$ cat src/rtl/serial_mod_checker_pkg.sv
// serial_mod_checker_pkg: shared FSM state type and width helper
package serial_mod_checker_pkg;
  typedef enum logic [1:0] {IDLE, ACCUM, DONE} state_t;
  function automatic int clog2(input int v);
    int r;
    r = 0;
    for (int i = 0; i < 31; i++)
      if ((1 << i) < v) r = i + 1;
    return r;
  endfunction
endpackage

$ cat src/rtl/mod_add_reduce.sv
// mod_add_reduce: (a + b) mod MOD for operands already below MOD
module mod_add_reduce
  import serial_mod_checker_pkg::*;
#(
  parameter int MOD = 3,
  parameter int RW  = clog2(MOD)
) (
  input  logic [RW-1:0] a,
  input  logic [RW-1:0] b,
  output logic [RW-1:0] y
);
  localparam logic [RW:0] MODV = (RW+1)'(MOD);
  logic [RW:0] s;
  always_comb begin
    s = {1'b0, a} + {1'b0, b};
    y = s >= MODV ? RW'(s - MODV) : s[RW-1:0];
  end
endmodule

$ cat config.mk
export PLATFORM = sky130hd
export DESIGN_NAME = mod_add_reduce
export DESIGN_NICKNAME = d
export VERILOG_FILES = /design/src/rtl/serial_mod_checker_pkg.sv /design/src/rtl/mod_add_reduce.sv
export SDC_FILE = /design/constraint.sdc
export NUM_CORES = 1
export LEC_CHECK = 0
export CAP_MARGIN = 20
export CORE_AREA = 2 2 39 41
export DETAILED_ROUTE_END_ITERATION = 10
export DIE_AREA = 0 0 41 43
export SYNTH_ARGS = -nofsm -noshare
export SYNTH_HDL_FRONTEND = slang
export SYNTH_SLANG_ARGS = --single-unit
$ cat constraint.sdc
create_clock -name vclk -period 5.6
set_input_delay 1.12 -clock vclk [all_inputs]
set_output_delay 1.12 -clock vclk [all_outputs]
set_load 0.02 [all_outputs]
==> impl_metrics.csv <==
group,metric,value,unit
outcome,outcome,"complete, no violations",
setup_path,critPathTopFamily,"buffers and inverters",
power_and_ir_drop,ir_worst_vdd,59.89,uV
logic_synthesis,synthCells,11,
setup_path,slowest_stage,"clkdlybuf4s50_1",
logic_synthesis,yosysUniqueCellTypes,7,
logic_synthesis,synth_fp_nets,18,
grt,use_met3,0,%
finish,n_sequential_cell,0,
sta,whs,3.501,ns
place,post_dp_cell_area,172.7,um^2
sta,report.final.hold_viol_count,0,
place,portBuffers,6,
die,io_pins,6,
finish,final_nets,26,
clock_network,post_cts_buffers,0,
setup_path,path_cells,"clkdlybuf4s50_1, ha_1, inv_1, fa_1, inv_1, ha_1, nand3b_1, a21oi_1, clkdlybuf4s50_1",
sta,maxSlewHeadroom,85.19,%
finish,layout_common_cells,"6 x clkdlybuf4s50_1, 4 x inv_1, 2 x ha_1",
logic_synthesis,syn_area,92.59,um^2
setup_path,critical-path-max-stage-delay,0.63,ns
grt,grt_most_used_layer,"met1",
place,gp_congestion,0.5147,
sta,rsz0062_at_grt,"no",
grt,grt.overflow.total,0,
grt,grt_use_met1,3.822,%
sta,drv_slew,0,
setup_path,crit_buf_inv,4,
clock_network,cts_resized,0,
sta,tightest_slew,0.2214,ns
grt,grt_pass1_wl,282,um
sta,timing.final.crit_share,82.25,%
sta,fin_setup_tns,0,ns
logic_synthesis,synth.avg_cell_area,8.417,um^2
routing,antenna_left,0,
routing,drc,0,
routing,wire_per_inst,5.576,um
finish,area_growth,86.49,%
die,rows,14,
power_and_ir_drop,power.density,144.1,nW/um^2
setup_path,required,4.48,ns
die,dieArea,1763,um^2
worst_hold_path,hold_class,"in2out",
sta,fmaxAchievable,217.1,MHz
setup_path,critPathKind,"in2out",
routing,vias,83,
die,fp.dieW,41,um
routing,first_pass_iters,1,
die,core-area,1384,um^2
grt,antenna_found_initial,0,
sta,setup_ws,0.9942,ns
finish,antennaDiodeCount,0,
power_and_ir_drop,finalPower,0.00002488,W
power_and_ir_drop,leakagePower,0.07392,nW
setup_path,crit_arrival,3.49,ns
setup_path,crit_fanout,2,
grt,grt_usage,2.102,%
grt,met2_usage,2.813,%
die,initial_core_util,6.691,%
job,cap_violations,0,
clock_network,hold_buffers,0,
setup_path,cp-end-kind,"primary output",
finish,drive_gt1_share,5.882,%
setup_path,setup.worst_path.start_class,"primary input",
finish,mostFrequentLayoutCell,"clkdlybuf4s50_1",
routing,drtIter0Drc,0,
routing,routed_wl,184,um
grt,grt_pass1_vias,71,
logic_synthesis,seq_area_frac_synth,0,%
finish,final.clkbuf_count,0,
die,die_h,43,um
finish,area.sequential,0,um^2
routing,viasPerCell,2.515,
logic_synthesis,yosysWarnings,0,
sta,setup_viol,0,
grt,grt_max_degree,4,
sta,min_period,4.606,ns
finish,final_cell_area,172.7,um^2
place,dpl_worst_slack,1.000,ns
-- cell usage after synthesis --
master / n / area (um^2)
nand3b_1: 1 / 7.510
inv_1: 4 / 15.01
ha_1: 2 / 25.02
o21a_1: 1 / 7.510
a21oi_1: 1 / 5.000
fa_1: 1 / 20.02
nor3b_2: 1 / 12.51
-- cells by family (layout without fill, tap and decap cells) --
group                    Yosys count  count (layout)  synth area share (%)
AO/OA/AOI/OAI                      2               2                 13.51
AND/OR/NAND/NOR                    2               2                 21.62
buffers and inverters              4              10                 16.21
adder cells (fa/ha/maj)            3               3                 48.65
-- layer usage --
metal | wire length, um | vias up
met5 | 0 | -
met4 | 0 | 0
met3 | 29 | 0
met2 | 45 | 6
met1 | 110 | 30
li1 | - | 47
-- worst min-delay path, cell delays in order --
cell and delay (ns):
clkdlybuf4s50_1 0.46, ha_1 0.18, a21oi_1 0.08, clkdlybuf4s50_1 0.54
-- area by class of cell --
type / instances / area [um^2]
inverter: 4 / 15.01
tap: 16 / 20.02
fill: 153 / 1211
multi-input combinational: 7 / 77.57
timing repair buffer: 6 / 60.06
-- report_power, final --
group / switching, W / leakage (nW) / internal [W] / total, W
registers: 0 / 0 / 0 / 0
logic: 0.0000115 / 0.0739 / 0.0000134 / 0.0000249
clock network: 0 / 0 / 0 / 0
-- metrics by stage --
step | std cells | util, %
after CTS | 33 | 12.48
after detailed placement | 33 | 12.48
after global routing | 33 | 12.48
after floorplan | 11 | -
after global placement | 33 | 12.48
final | 33 | 12.48
-- final timing paths --
check	from	endpoint	slack (ns)	depth (start not counted)
setup / recovery	b[0]	y[0]	0.99	9
hold / removal	a[0]	y[0]	3.50	4
No activity file was read; power rests on OpenSTA's default activity.
